==> src/rtl/i2c_slave_pkg.sv <==
// i2c_slave_pkg
// Shared types and constants for the I2C target responder.
//   state_e            : responder FSM states
//   I2C_ACK / I2C_NACK : SDA level of the acknowledge bit
//   I2C_RW_READ        : R/W bit value for a read transfer
//   DEFAULT_SLAVE_ADDR : 7-bit address answered when not overridden
package i2c_slave_pkg;

    typedef enum logic [2:0] {
        IDLE      = 3'd0,
        ADDR      = 3'd1,
        ADDR_ACK  = 3'd2,
        RX        = 3'd3,
        RX_ACK    = 3'd4,
        TX        = 3'd5,
        TX_ACK    = 3'd6,
        WAIT_STOP = 3'd7
    } state_e;

    localparam logic       I2C_ACK            = 1'b0;
    localparam logic       I2C_NACK           = 1'b1;
    localparam logic       I2C_RW_READ        = 1'b1;
    localparam logic [6:0] DEFAULT_SLAVE_ADDR = 7'h2A;

endpackage

==> src/rtl/i2c_slave_responder_filter.sv <==
// i2c_line_filter
// Conditions one asynchronous bus line: 2-flop synchronizer, then a
// stability filter that only accepts a new level after it has been seen on
// FILTER_LEN consecutive pclk cycles, then 1-cycle edge strobes.
// Ports:
//   pclk, preset : clock, async active-low reset
//   line_i       : raw bus level
//   filt_o       : filtered level (resets to 1, the idle bus level)
//   rise_o/fall_o: 1-cycle strobes on filt_o edges
module i2c_line_filter
    import i2c_slave_pkg::*;
#(
    parameter int FILTER_LEN = 3
) (
    input  logic pclk,
    input  logic preset,
    input  logic line_i,
    output logic filt_o,
    output logic rise_o,
    output logic fall_o
);

    localparam int             CW       = (FILTER_LEN > 1) ? $clog2(FILTER_LEN) : 1;
    localparam logic [CW-1:0]  CNT_LOAD = CW'(FILTER_LEN - 1);

    logic          sync1_q, sync2_q;
    logic          filt_q, filt_d;
    logic          prev_q;
    logic [CW-1:0] cnt_q, cnt_d;

    // Down-counter restarts whenever the synced level agrees with the
    // filtered one; a differing level is accepted at terminal count.
    always_comb begin
        filt_d = filt_q;
        cnt_d  = CNT_LOAD;
        if (sync2_q != filt_q) begin
            if (cnt_q == '0) begin
                filt_d = sync2_q;
            end else begin
                cnt_d = cnt_q - 1'b1;
            end
        end
    end

    always_ff @(posedge pclk or negedge preset) begin
        if (!preset) begin
            sync1_q <= 1'b1;
            sync2_q <= 1'b1;
            filt_q  <= 1'b1;
            prev_q  <= 1'b1;
            cnt_q   <= CNT_LOAD;
        end else begin
            sync1_q <= line_i;
            sync2_q <= sync1_q;
            filt_q  <= filt_d;
            prev_q  <= filt_q;
            cnt_q   <= cnt_d;
        end
    end

    assign filt_o = filt_q;
    assign rise_o = filt_q & ~prev_q;
    assign fall_o = ~filt_q & prev_q;

endmodule

==> src/rtl/i2c_slave_responder.sv <==
// i2c_slave_responder
// I2C target: detects START/STOP on the oversampled bus, matches a 7-bit
// address, receives write bytes and transmits read bytes from a local tx port.
// Ports:
//   pclk, preset                  : clock (>= 8x SCL), async active-low reset
//   scl_i, sda_i                  : raw bus levels
//   sda_oe, scl_oe                : 1 = pull line low
//   data_slave_read(_valid)       : received write byte + 1-cycle strobe
//   tx_data, tx_valid, tx_req     : read-byte source; tx_req = byte taken at next SCL fall
//   start, stop                   : 1-cycle condition strobes
//   busy                          : START seen, STOP not yet
// Build option: define I2C_SLAVE_CLK_STRETCH_EN to hold SCL low on a tx
// underrun instead of sending 8'hFF.
//
// state     | meaning
// IDLE      | bus free or not addressed, waiting for START
// ADDR      | shifting in address + R/W
// ADDR_ACK  | driving ACK for matched address
// RX        | receiving a write data byte
// RX_ACK    | driving ACK for a received byte
// TX        | shifting out a read byte
// TX_ACK    | SDA released, sampling master ACK/NACK
// WAIT_STOP | not addressed or master NACKed; ignore bus until STOP
module i2c_slave_responder
    import i2c_slave_pkg::*;
#(
    parameter logic [6:0] SLAVE_ADDR = DEFAULT_SLAVE_ADDR,
    parameter int         FILTER_LEN = 3
) (
    input  logic       pclk,
    input  logic       preset,
    input  logic       scl_i,
    input  logic       sda_i,
    output logic       sda_oe,
    output logic       scl_oe,
    output logic [7:0] data_slave_read,
    output logic       data_slave_read_valid,
    input  logic [7:0] tx_data,
    input  logic       tx_valid,
    output logic       tx_req,
    output logic       start,
    output logic       stop,
    output logic       busy
);

    logic scl_filt, scl_rise, scl_fall;
    logic sda_filt, sda_rise, sda_fall;
    logic start_det, stop_det;

    state_e     state_q, state_d;
    logic [2:0] bit_cnt_q, bit_cnt_d;
    logic [6:0] rx_shift_q, rx_shift_d;
    logic [6:0] tx_shift_q, tx_shift_d;
    logic       rw_q, rw_d;
    logic       sda_oe_q, sda_oe_d;
    logic [7:0] rdata_q, rdata_d;
    logic       rvalid_q, rvalid_d;
    logic       tx_req_q, tx_req_d;
    logic       start_q, start_d;
    logic       stop_q, stop_d;
    logic       busy_q, busy_d;
    logic [7:0] rx_byte;
`ifdef I2C_SLAVE_CLK_STRETCH_EN
    logic       scl_oe_q, scl_oe_d;
`else
    logic [7:0] tx_byte;
`endif

    i2c_line_filter #(.FILTER_LEN(FILTER_LEN)) u_scl_filter (
        .pclk   (pclk),
        .preset (preset),
        .line_i (scl_i),
        .filt_o (scl_filt),
        .rise_o (scl_rise),
        .fall_o (scl_fall)
    );

    i2c_line_filter #(.FILTER_LEN(FILTER_LEN)) u_sda_filter (
        .pclk   (pclk),
        .preset (preset),
        .line_i (sda_i),
        .filt_o (sda_filt),
        .rise_o (sda_rise),
        .fall_o (sda_fall)
    );

    // Both lines share the same filter latency, so their relative order is kept.
    assign start_det = sda_fall & scl_filt;
    assign stop_det  = sda_rise & scl_filt;

    // States are entered on scl_rise; SDA is only changed on scl_fall, so each
    // ACK state drives/releases on its fall and leaves on the following rise.
    always_comb begin
        state_d    = state_q;
        bit_cnt_d  = bit_cnt_q;
        rx_shift_d = rx_shift_q;
        tx_shift_d = tx_shift_q;
        rw_d       = rw_q;
        sda_oe_d   = sda_oe_q;
        rdata_d    = rdata_q;
        rvalid_d   = 1'b0;
        tx_req_d   = 1'b0;
        start_d    = 1'b0;
        stop_d     = 1'b0;
        busy_d     = busy_q;
        rx_byte    = {rx_shift_q, sda_filt};
`ifdef I2C_SLAVE_CLK_STRETCH_EN
        scl_oe_d   = scl_oe_q;
`else
        tx_byte    = tx_valid ? tx_data : 8'hFF;
`endif

        if (start_det) begin
            state_d   = ADDR;
            bit_cnt_d = 3'd0;
            sda_oe_d  = 1'b0;
            start_d   = 1'b1;
            busy_d    = 1'b1;
`ifdef I2C_SLAVE_CLK_STRETCH_EN
            scl_oe_d  = 1'b0;
`endif
        end else if (stop_det) begin
            state_d  = IDLE;
            sda_oe_d = 1'b0;
            stop_d   = 1'b1;
            busy_d   = 1'b0;
`ifdef I2C_SLAVE_CLK_STRETCH_EN
            scl_oe_d = 1'b0;
`endif
        end else begin
            case (state_q)
                IDLE: ;
                ADDR: begin
                    if (scl_rise) begin
                        rx_shift_d = rx_byte[6:0];
                        bit_cnt_d  = bit_cnt_q + 3'd1;
                        if (bit_cnt_q == 3'd7) begin
                            rw_d    = rx_byte[0];
                            state_d = (rx_byte[7:1] == SLAVE_ADDR) ? ADDR_ACK : WAIT_STOP;
                        end
                    end
                end
                ADDR_ACK: begin
                    if (scl_fall) begin
                        sda_oe_d = 1'b1;
                    end else if (scl_rise) begin
                        if (rw_q == I2C_RW_READ) begin
                            state_d  = TX;
                            tx_req_d = 1'b1;
                        end else begin
                            state_d = RX;
                        end
                    end
                end
                RX: begin
                    if (scl_fall) begin
                        sda_oe_d = 1'b0;
                    end else if (scl_rise) begin
                        rx_shift_d = rx_byte[6:0];
                        bit_cnt_d  = bit_cnt_q + 3'd1;
                        if (bit_cnt_q == 3'd7) begin
                            rdata_d  = rx_byte;
                            rvalid_d = 1'b1;
                            state_d  = RX_ACK;
                        end
                    end
                end
                RX_ACK: begin
                    if (scl_fall) begin
                        sda_oe_d = 1'b1;
                    end else if (scl_rise) begin
                        state_d = RX;
                    end
                end
                TX: begin
                    if (scl_fall) begin
                        // Bit counter at 0 on a fall marks the byte boundary.
                        if (bit_cnt_q == 3'd0) begin
`ifdef I2C_SLAVE_CLK_STRETCH_EN
                            if (tx_valid) begin
                                tx_shift_d = tx_data[6:0];
                                sda_oe_d   = ~tx_data[7];
                            end else begin
                                scl_oe_d = 1'b1;
                            end
`else
                            tx_shift_d = tx_byte[6:0];
                            sda_oe_d   = ~tx_byte[7];
`endif
                        end else begin
                            tx_shift_d = {tx_shift_q[5:0], 1'b1};
                            sda_oe_d   = ~tx_shift_q[6];
                        end
                    end else if (scl_rise) begin
                        bit_cnt_d = bit_cnt_q + 3'd1;
                        if (bit_cnt_q == 3'd7) begin
                            state_d = TX_ACK;
                        end
                    end
`ifdef I2C_SLAVE_CLK_STRETCH_EN
                    // SCL is held low here, so no strobes compete with this load.
                    if (scl_oe_q && tx_valid) begin
                        tx_shift_d = tx_data[6:0];
                        sda_oe_d   = ~tx_data[7];
                        scl_oe_d   = 1'b0;
                    end
`endif
                end
                TX_ACK: begin
                    if (scl_fall) begin
                        sda_oe_d = 1'b0;
                    end else if (scl_rise) begin
                        if (sda_filt == I2C_ACK) begin
                            state_d  = TX;
                            tx_req_d = 1'b1;
                        end else begin
                            state_d = WAIT_STOP;
                        end
                    end
                end
                WAIT_STOP: begin
                    if (scl_fall) begin
                        sda_oe_d = 1'b0;
                    end
                end
                default: state_d = IDLE;
            endcase
        end
    end

    always_ff @(posedge pclk or negedge preset) begin
        if (!preset) begin
            state_q    <= IDLE;
            bit_cnt_q  <= 3'd0;
            rx_shift_q <= 7'd0;
            tx_shift_q <= 7'd0;
            rw_q       <= 1'b0;
            sda_oe_q   <= 1'b0;
            rdata_q    <= 8'h00;
            rvalid_q   <= 1'b0;
            tx_req_q   <= 1'b0;
            start_q    <= 1'b0;
            stop_q     <= 1'b0;
            busy_q     <= 1'b0;
        end else begin
            state_q    <= state_d;
            bit_cnt_q  <= bit_cnt_d;
            rx_shift_q <= rx_shift_d;
            tx_shift_q <= tx_shift_d;
            rw_q       <= rw_d;
            sda_oe_q   <= sda_oe_d;
            rdata_q    <= rdata_d;
            rvalid_q   <= rvalid_d;
            tx_req_q   <= tx_req_d;
            start_q    <= start_d;
            stop_q     <= stop_d;
            busy_q     <= busy_d;
        end
    end

`ifdef I2C_SLAVE_CLK_STRETCH_EN
    always_ff @(posedge pclk or negedge preset) begin
        if (!preset) begin
            scl_oe_q <= 1'b0;
        end else begin
            scl_oe_q <= scl_oe_d;
        end
    end
    assign scl_oe = scl_oe_q;
`else
    assign scl_oe = 1'b0;
`endif

    assign sda_oe                = sda_oe_q;
    assign data_slave_read       = rdata_q;
    assign data_slave_read_valid = rvalid_q;
    assign tx_req                = tx_req_q;
    assign start                 = start_q;
    assign stop                  = stop_q;
    assign busy                  = busy_q;

endmodule

==> config.mk <==
export PLATFORM = sky130hd
export DESIGN_NAME = i2c_slave_responder
export DESIGN_NICKNAME = d
export VERILOG_FILES = /design/src/rtl/i2c_slave_pkg.sv /design/src/rtl/i2c_slave_responder_filter.sv /design/src/rtl/i2c_slave_responder.sv
export SDC_FILE = /design/constraint.sdc
export NUM_CORES = 1
export LEC_CHECK = 0
export BUFFER_PORTS_ARGS = -buffer_cell sky130_fd_sc_hd__buf_2
export CAP_MARGIN = 20
export CORE_AREA = 2 2 88 90
export DETAILED_ROUTE_END_ITERATION = 10
export DIE_AREA = 0 0 90 92
export PLACE_DENSITY = 0.57
export SLEW_MARGIN = 5
export SYNTH_ARGS = -nofsm -noshare
export SYNTH_HDL_FRONTEND = slang
export SYNTH_SLANG_ARGS = --single-unit
==> constraint.sdc <==
create_clock -name pclk -period 2.1 [get_ports pclk]
set_input_delay 0 -clock pclk [delete_from_list [all_inputs] [get_ports pclk]]
set_output_delay 0 -clock pclk [all_outputs]
set_load 0.01 [all_outputs]
==> results of run 1 <==
## per-stage QoR
step	area [um^2]	setup slack [ps]	utilization	hold slack, ps
CTS	2580	238	0.347	88.0
floorplan	2220	382	-	-296
finish	2580	249	0.347	85.9
global placement	2470	298	0.332	41.4
global route	2580	118	0.347	115
detailed placement	2470	243	0.332	45.7
## metal layers
metal | part of all wire | vias to the layer above
met3 | 0.042 | 5
met2 | 0.45 | 25
met4 | 0.019 | 0
met1 | 0.49 | 709
met5 | 0 | -
li1 | - | 719
## synth_stat cells, drive strengths merged (2+ instances only)
| cell type | instances | area, um^2 |
|---|---|---|
| a211oi | 2 | 20.0 |
| and2 | 5 | 32.5 |
| buf | 9 | 61.3 |
| clkbuf | 3 | 11.3 |
| dfrtp | 37 | 926 |
| dfstp | 10 | 263 |
| ha | 7 | 87.6 |
| inv | 12 | 45.0 |
| mux2 | 18 | 203 |
| mux2i | 3 | 30.0 |
| nand2 | 16 | 60.1 |
| nand2b | 3 | 18.8 |
| nand3 | 2 | 15.0 |
| nand3b | 9 | 67.6 |
| nor2 | 9 | 33.8 |
| nor2b | 2 | 12.5 |
| nor3 | 3 | 20.0 |
| o21ai | 17 | 85.1 |
| xor2 | 3 | 33.8 |
## final cells by class
type	count	share of cell area
Multi-Input combinational cell	122	0.352
Tap cell	102	0.0494
Timing Repair Buffer	37	0.0901
Sequential cell	47	0.460
Clock buffer	8	0.0310
Inverter	12	0.0174
## path summary, 6_finish.rpt
kind	startpoint	to	cells past startpoint
hold reg to reg	u_sda_filter.sync1_q$_DFF_PN1_	u_sda_filter.sync2_q$_DFF_PN1_	0
setup / recovery	bit_cnt_q[0]$_DFFE_PN0P_	state_q[2]$_DFFE_PN0P_	6
setup reg to reg	bit_cnt_q[0]$_DFFE_PN0P_	state_q[2]$_DFFE_PN0P_	6
hold / removal	tx_data[4]	tx_shift_q[4]$_DFFE_PN0P_	4
max in group asynchronous	preset	u_scl_filter.filt_o$_DFFE_PN1P_	3
min in group asynchronous	preset	rx_shift_q[4]$_DFFE_PN0P_	2
## power by group through the flow
stage | combinational [mW] | sequential [mW] | clock, mW
after floorplan | 1.01 | 1.39 | 0
after global placement | 1.20 | 1.48 | 0
after detailed placement | 1.23 | 1.49 | 0
after CTS | 1.23 | 1.48 | 0.555
after global routing | 1.40 | 1.53 | 0.592
final | 1.22 | 1.47 | 0.533
## sequential cells by signal, summed over array words and instances, names as in the netlist, 2 cells and up
register            flops
data_slave_read         8
rx_shift_q              7
tx_shift_q              7
bit_cnt_q               3
state_q                 3
u_scl_filter.cnt_q      2
u_sda_filter.cnt_q      2
## kinds of logic after synthesis
| logic type | Yosys count | synth area share |
|---|---|---|
| AOI/OAI and AO/OA | 31 | 0.0926 |
| xor gates and xnor gates | 3 | 0.0152 |
| adders and majority gates | 7 | 0.0395 |
| buffers and inverters | 24 | 0.0531 |
| DFF | 47 | 0.536 |
| muxes | 21 | 0.105 |
| other | 1 | 0.00169 |
| and+or+nand+nor | 59 | 0.156 |
## worst register-to-register path, cell delays in order, from the launching register on
cell and delay [ps]:
dfrtp_1 370, ha_1 150, ha_1 190, a21bo_2 240, a211oi_2 380, nor2_1 80
a221o_1 350
==> results.md, run 1 <==
Finish:
- The final layout contains 245 nets.
- The area growth from synthesis to layout is 16.6%.
- 0 antenna diodes ended up in the layout.
- The final standard cell count with taps included and fillers excluded is 328.
- Summing all multi-input logic gate instances after layout gives 910 um^2.
- The fraction of layout cells with a size suffix above 1 is 0.327.
- The most common cell after layout, fill and taps aside is dfrtp_1.
- The area taken by flip-flops and latches is 1190 um^2.
- In the layout the commonest cells are dfrtp_1 (37), buf_2 (26), mux2_2 (18).
- The layout filler cell count is 777.

Worst setup path:
- The endpoint required time on the critical path is 2290 ps.
- The library cell appearing most often on the critical path is ha_1.
- Walking the worst path, the cells encountered are ha_1, ha_1, a21bo_2, a211oi_2, nor2_1, a221o_1.
- The buffering stage count on the worst path with inverters included is 0.
- The largest single stage delay on the critical path is 380 ps.
- Broken down by cell family, the worst path's largest delay share belongs to compound AO/OA/AOI/OAI gates.
- The largest individual stage delay along the critical path comes from the cell a211oi_2.
- The register-to-register setup slack is 250 ps.
- The critical path startpoint category is a register.
- The critical path capture point type is a register.
- The setup path with the least slack is of type reg2reg.
- At the worst endpoint, the arrival time is 2050 ps.
- The biggest fanout along the worst timing path is 6.

Synthesis:
- A synthesized cell averages 11.5 um^2.
- The number of library cell types mapped by synthesis is 51.
- The fraction of registers with async set/reset is 1.00.
- The synthesized netlist occupies a cell area of 2220 um^2.
- The Yosys step of the flow raised 0 warnings.
- For this run, the leading register cell type out of synthesis is dfrtp_1.
- Synthesis handed over a netlist of 193 instances.
- After synthesis the netlist holds a flip-flop and latch count of 47.
- The number of enable flip-flop cells after synthesis is 0.
- The share of the Yosys chip area taken by registers is 0.536.
- Counting every net in the synthesized netlist gives 213.

Floorplan:
- Measured along the x axis, the die boundary spans 90 um.
- The initial core utilization is 0.298.
- The floorplan step set the die height to 92 um.
- Row generation in the floorplan step produced 32 rows.
- The die covers 8280 um^2.
- The number of I/O pins is 28.
- The core footprint is 7450 um^2.

Timing:
- After routing, the total negative slack on setup checks comes to 0 ps.
- Headroom to the max-slew limit came out at 0.607.
- The final period demand of the worst path is 1850 ps.
- The final worst clock skew is 8.28 ps.
- For the pin with the worst max-slew slack, the measured transition is 589 ps.
- The final hold violation count is 0.
- The ratio of final minimum period to clock period is 0.882.
- Setup violations remaining at the end of the flow were counted as 0.
- Setup repair after global routing left no endpoint under its margin.
- The final count of pins violating max slew is 0.
- For this run, the top clock speed supported by timing is 0.540 GHz.

Route:
- The number of vias per cell is 4.45.
- The routed layout has 1,458 vias.
- The total wire length is 4020 um.
- The first routing iteration left 118 violations.
- For this run, design rule violations remaining after detail routing come to 0.
- The detailed-route wire length per cell is 12.3 um.
- The post-detailed-route count of antenna-violating nets is 0.
- The detailed-router iteration count before antenna repair is 4.

Placement:
- Routability-driven placement finished with a final weighted congestion of 0.750.
- The instance count after placement with tap cells included is 317.
- The count of input and output buffers is 26.
- The placed wire-length estimate after detailed placement is 2860 um.

Power:
- The net switching power is 1.17 mW.
- The relative contribution of sequential cells to total power is 0.457.
- The share of total power dissipated in combinational logic is 0.378.
- The power density normalized to cell area is 1250 nW/um^2.
- The total internal power is 2.05 mW.
- For this design the static power due to leakage is 1.25 nW.
- Across the VDD grid, the largest voltage drop is 0.375 mV.
- Of the total power, the clock network draws 0.165.
- The overall power consumption is 3.22 mW.
- The switching fraction of total power is 0.364.

GRT:
- In the global route stage, met1 resource usage came out at 0.136.
- For met2 alone, demand over resource in global routing was 0.158.
- The number of antenna violations at the first check in global routing was 0.
- The highest-utilization routing layer at the global route stage is met2.
- The via count of the first global-routing pass is 1,459.
- The met3 capacity usage during global routing is 0.0288.
- Summed over all layers, the global routing overflow is 0.
- The first global-routing pass estimated 6940 um of wire.
- The largest net degree at the start of global routing is 25.
- For this run, the total global-route usage over all layers was measured as 0.103.

Clock network:
- Hold repair after CTS inserted 3 buffers.
- Post-CTS timing repair inserted 0 buffers for setup.
- The latest clock arrival within the worst-skew pair is 300 ps.
- Gates resized during post-CTS repair numbered 0.
- The maximum number of buffers from clock root to sink is 2.
- CTS built an H-tree with a depth of 2.
- For this design, the sink count on the clock tree is 47.
- CTS placed an instance of clkbuf_8 at the clock tree root.
- Clock-pin slew was measured on the worst setup and hold paths at 90 ps.
- TritonCTS built the clock tree.
- The number of clock buffers added by TritonCTS is 5.

Job:
- The count of maximum capacitance violations is 0.

Hold path:
- The class of the tightest hold or removal check is in2reg.

Status:
- The flow ran to the end, and the final reports show no timing, DRC or antenna violations.
Note: power is estimated with default switching activity, not from simulation.
==> inputs of run 2 (changes only) <==
--- a/config.mk
+++ b/config.mk
@@ -7,10 +7,11 @@
 export LEC_CHECK = 0
 export BUFFER_PORTS_ARGS = -buffer_cell sky130_fd_sc_hd__buf_2
 export CAP_MARGIN = 20
-export CORE_AREA = 2 2 88 90
+export CORE_AREA = 2 2 89 91
 export DETAILED_ROUTE_END_ITERATION = 10
-export DIE_AREA = 0 0 90 92
-export PLACE_DENSITY = 0.57
+export DIE_AREA = 0 0 91 93
+export HOLD_SLACK_MARGIN = 0.02
+export PLACE_DENSITY = 0.56
 export SLEW_MARGIN = 5
 export SYNTH_ARGS = -nofsm -noshare
 export SYNTH_HDL_FRONTEND = slang
==> results.md, run 2 (synthesis gave the netlist of run 1 again) <==
Job:
- The count of maximum capacitance violations came to 0 (unchanged).

Route:
- The number of vias per cell is 4.41 (was 4.45).
- The detailed-route wire length per cell is 12.1 um (was 12.3 um).
- The total number of vias came to 1,437 (was 1,458).
- The post-detailed-route count of antenna-violating nets was 0 (unchanged).
- The detailed-router iteration count before antenna repair came to 4 (unchanged).
- The final routed DRC violation total is 0 (unchanged).
- The initial detailed-routing violation count is 80 (was 118).
- The total wire length is 3940 um (was 4020 um).

Finish:
- The layout filler cell count is 786 (was 777).
- The layout overhead on the synthesized area is 17.6% (was 16.6%).
- The most common cell after layout, fill and taps aside is dfrtp_1 (unchanged).
- The layout net count was 243 (was 245).
- Most frequent cells in the layout: dfrtp_1 (37), buf_2 (26), mux2_2 (18) (unchanged).
- The fraction of layout cells with a size suffix above 1 came to 0.335 (was 0.327).
- The share of the core filled with cells was 0.346 (was 0.347).
- The flip-flop count of the largest register, all copies and words added is 8 (unchanged).
- The area taken by flip-flops and latches is 1190 um^2 (unchanged).
- The total inserted antenna cells was 0 (unchanged).
- The multi-input gate area in the final layout is 910 um^2 (unchanged).

Timing:
- The final hold violation count came to 0 (unchanged).
- Setup repair after global routing missed its margin: false (unchanged).
- The highest achievable clock rate is 0.547 GHz (was 0.540 GHz).
- The final count of pins violating max slew is 0 (unchanged).
- The remaining max-slew budget at the tightest pin came to 0.597 (was 0.607).
- The final period demand of the worst path is 1830 ps (was 1850 ps).
- The number of setup violations in the final report is 0 (unchanged).
- The accumulated negative setup slack is 0 ps (unchanged).
- The final worst clock skew came to 8.37 ps (was 8.28 ps).
- The final hold slack was 90.6 ps (was 85.9 ps).
- The actual transition at the worst max-transition pin was 604 ps (was 589 ps).
- The ratio of final minimum period to clock period is 0.870 (was 0.882).

Clock network:
- The latest clock arrival within the worst-skew pair is 300 ps (about the same).
- The number of setup buffers added after CTS was 0 (unchanged).
- The clock tree from TritonCTS is done (unchanged).
- The CTS sink count is 47 (unchanged).
- The number of buffers added by the clock tree synthesis step is 5 (unchanged).
- The clock root buffer is clkbuf_8 (unchanged).
- The clock edge transition at the registers on the reported setup and hold paths is 90 ps (about the same).
- The number of instances resized during post-cts repair came to 0 (unchanged).
- The depth of the CTS H-tree is 2 (unchanged).
- The maximum number of buffers from clock root to sink is 2 (unchanged).

Floorplan:
- The area enclosed by the die boundary came to 8460 um^2 (was 8280 um^2).
- The core footprint is 7530 um^2 (was 7450 um^2).
- The horizontal die dimension came to 91 um (was 90 um).
- The die boundary height is 93 um (was 92 um).
- The number of I/O pins is 28 (unchanged).
- The number of placement rows was 32 (unchanged).
- The initial core utilization is 0.294 (was 0.298).

Worst setup path:
- List of cells traversed by the critical path: ha_1, ha_1, a21bo_2, a211oi_2, nor2_1, a221o_1 (unchanged).
- The stage delay of the slowest cell on the critical path is 380 ps (about the same).
- The endpoint arrival time on the critical path is 2030 ps (was 2050 ps).
- The critical path startpoint category is a register (unchanged).
- The endpoint of the worst register-to-register path is state_q[2]$_DFFE_PN0P_ (unchanged).
- The kind of critical path is reg2reg (unchanged).
- The critical-path cell with the highest stage delay was a211oi_2 (unchanged).
- The end of the critical path is state_q[2]$_DFFE_PN0P_ (unchanged).
- The library cell appearing most often on the critical path was ha_1 (unchanged).
- The origin of the worst setup path is bit_cnt_q[1]$_DFFE_PN0P_ (was bit_cnt_q[0]$_DFFE_PN0P_).
- The worst reg2reg path startpoint was bit_cnt_q[1]$_DFFE_PN0P_ (was bit_cnt_q[0]$_DFFE_PN0P_).
- The biggest fanout along the worst timing path is 6 (unchanged).
- The endpoint required time on the critical path came to 2300 ps (was 2290 ps).
- The register-to-register setup slack is 270 ps (was 250 ps).
- The critical path capture point type is a register (unchanged).
- The path depth of the worst reg2reg path came to 6 (unchanged).

GRT:
- The number of antenna violations at the first check in global routing was 0 (unchanged).
- The largest net degree at the start of global routing is 26 (was 25).
- The global routing usage summed across all routing layers was 0.104 (was 0.103).
- The first-pass GRT wire length is 7160 um (was 6940 um).
- The overall overflow remaining after global route was 0 (unchanged).
- The via count of the first global-routing pass is 1,494 (was 1,459).

Placement:
- The count of input and output buffers was 26 (unchanged).
- The routability congestion estimate from global placement is 0.771 (was 0.750).
- The placed wire-length estimate after detailed placement is 2780 um (was 2860 um).

Hold path:
- The class of the tightest hold or removal check is in2reg (unchanged).

Status:
- Run status: finished, final reports clean (unchanged).

Power:
- The power density normalized to cell area came to 1280 nW/um^2 (was 1250 nW/um^2).
- The total leakage power is 1.26 nW (was 1.25 nW).
- The peak ir drop on the vdd network is 0.419 mV (was 0.375 mV).
-- run 2: worst min path at each step --
stage | to | slack (ps) | from | cells after the start
2_1_floorplan | bit_cnt_q[0]$_DFFE_PN0P_ | -300 | preset | 0
3_3_place_gp | stop$_DFF_PN0_ | 50 | preset | 1
3_5_place_dp | stop$_DFF_PN0_ | 60 | preset | 1
4_1_cts | tx_shift_q[0]$_DFFE_PN0P_ | 90 | tx_data[0] | 3
5_1_grt | tx_shift_q[0]$_DFFE_PN0P_ | 110 | tx_data[0] | 3
6_report | tx_shift_q[0]$_DFFE_PN0P_ | 90 | tx_data[0] | 3
-- run 2: power breakdown --
part           switching [mW]  leakage, nW  internal (mW)
clock                   0.308       0.0612          0.385
sequential              0.257        0.587           1.23
combinational           0.604        0.613          0.557
total                    1.17         1.26           2.17
-- run 2: what timing repair did --
action | 4_1_cts | 5_1_grt
hold buffers | 3 | 0
setup endpoints to repair | 0 | 0
endpoints found under the hold margin | 26 | 0
-- run 2: layout make-up --
class                   instances  area share
clock inverters                 2      0.0134
clock buffers                   6      0.0317
multi-input cells             122       0.349
inverters                      12      0.0173
well taps                     102      0.0490
flip-flops and latches         47       0.456
repair buffers                 35      0.0835
-- run 2: critical path, delay by kind of cell, from the launching register on --
kind | cells | cell delay, ps
AOI/OAI and AO/OA | 3 | 960
adders and majority gates | 2 | 320
DFF | 1 | 360
and+or+nand+nor | 1 | 70
-- run 2: through the flow --
stage / worst slack [ps] / total power, mW / cells / instance area, um^2
after floorplan: 382 / 2.39 / 193 / 2220
after global placement: 279 / 2.65 / 315 / 2460
after detailed placement: 274 / 2.68 / 315 / 2460
after CTS: 269 / 3.39 / 326 / 2610
after global routing: 127 / 3.66 / 326 / 2610
final: 272 / 3.34 / 326 / 2610
-- run 2: routing by layer --
layer | wire (um) | global-route usage
met1 | 1850 | 0.136
met2 | 1840 | 0.166
met3 | 191 | 0.0298
met4 | 65 | 0.0379
met5 | 0 | 0
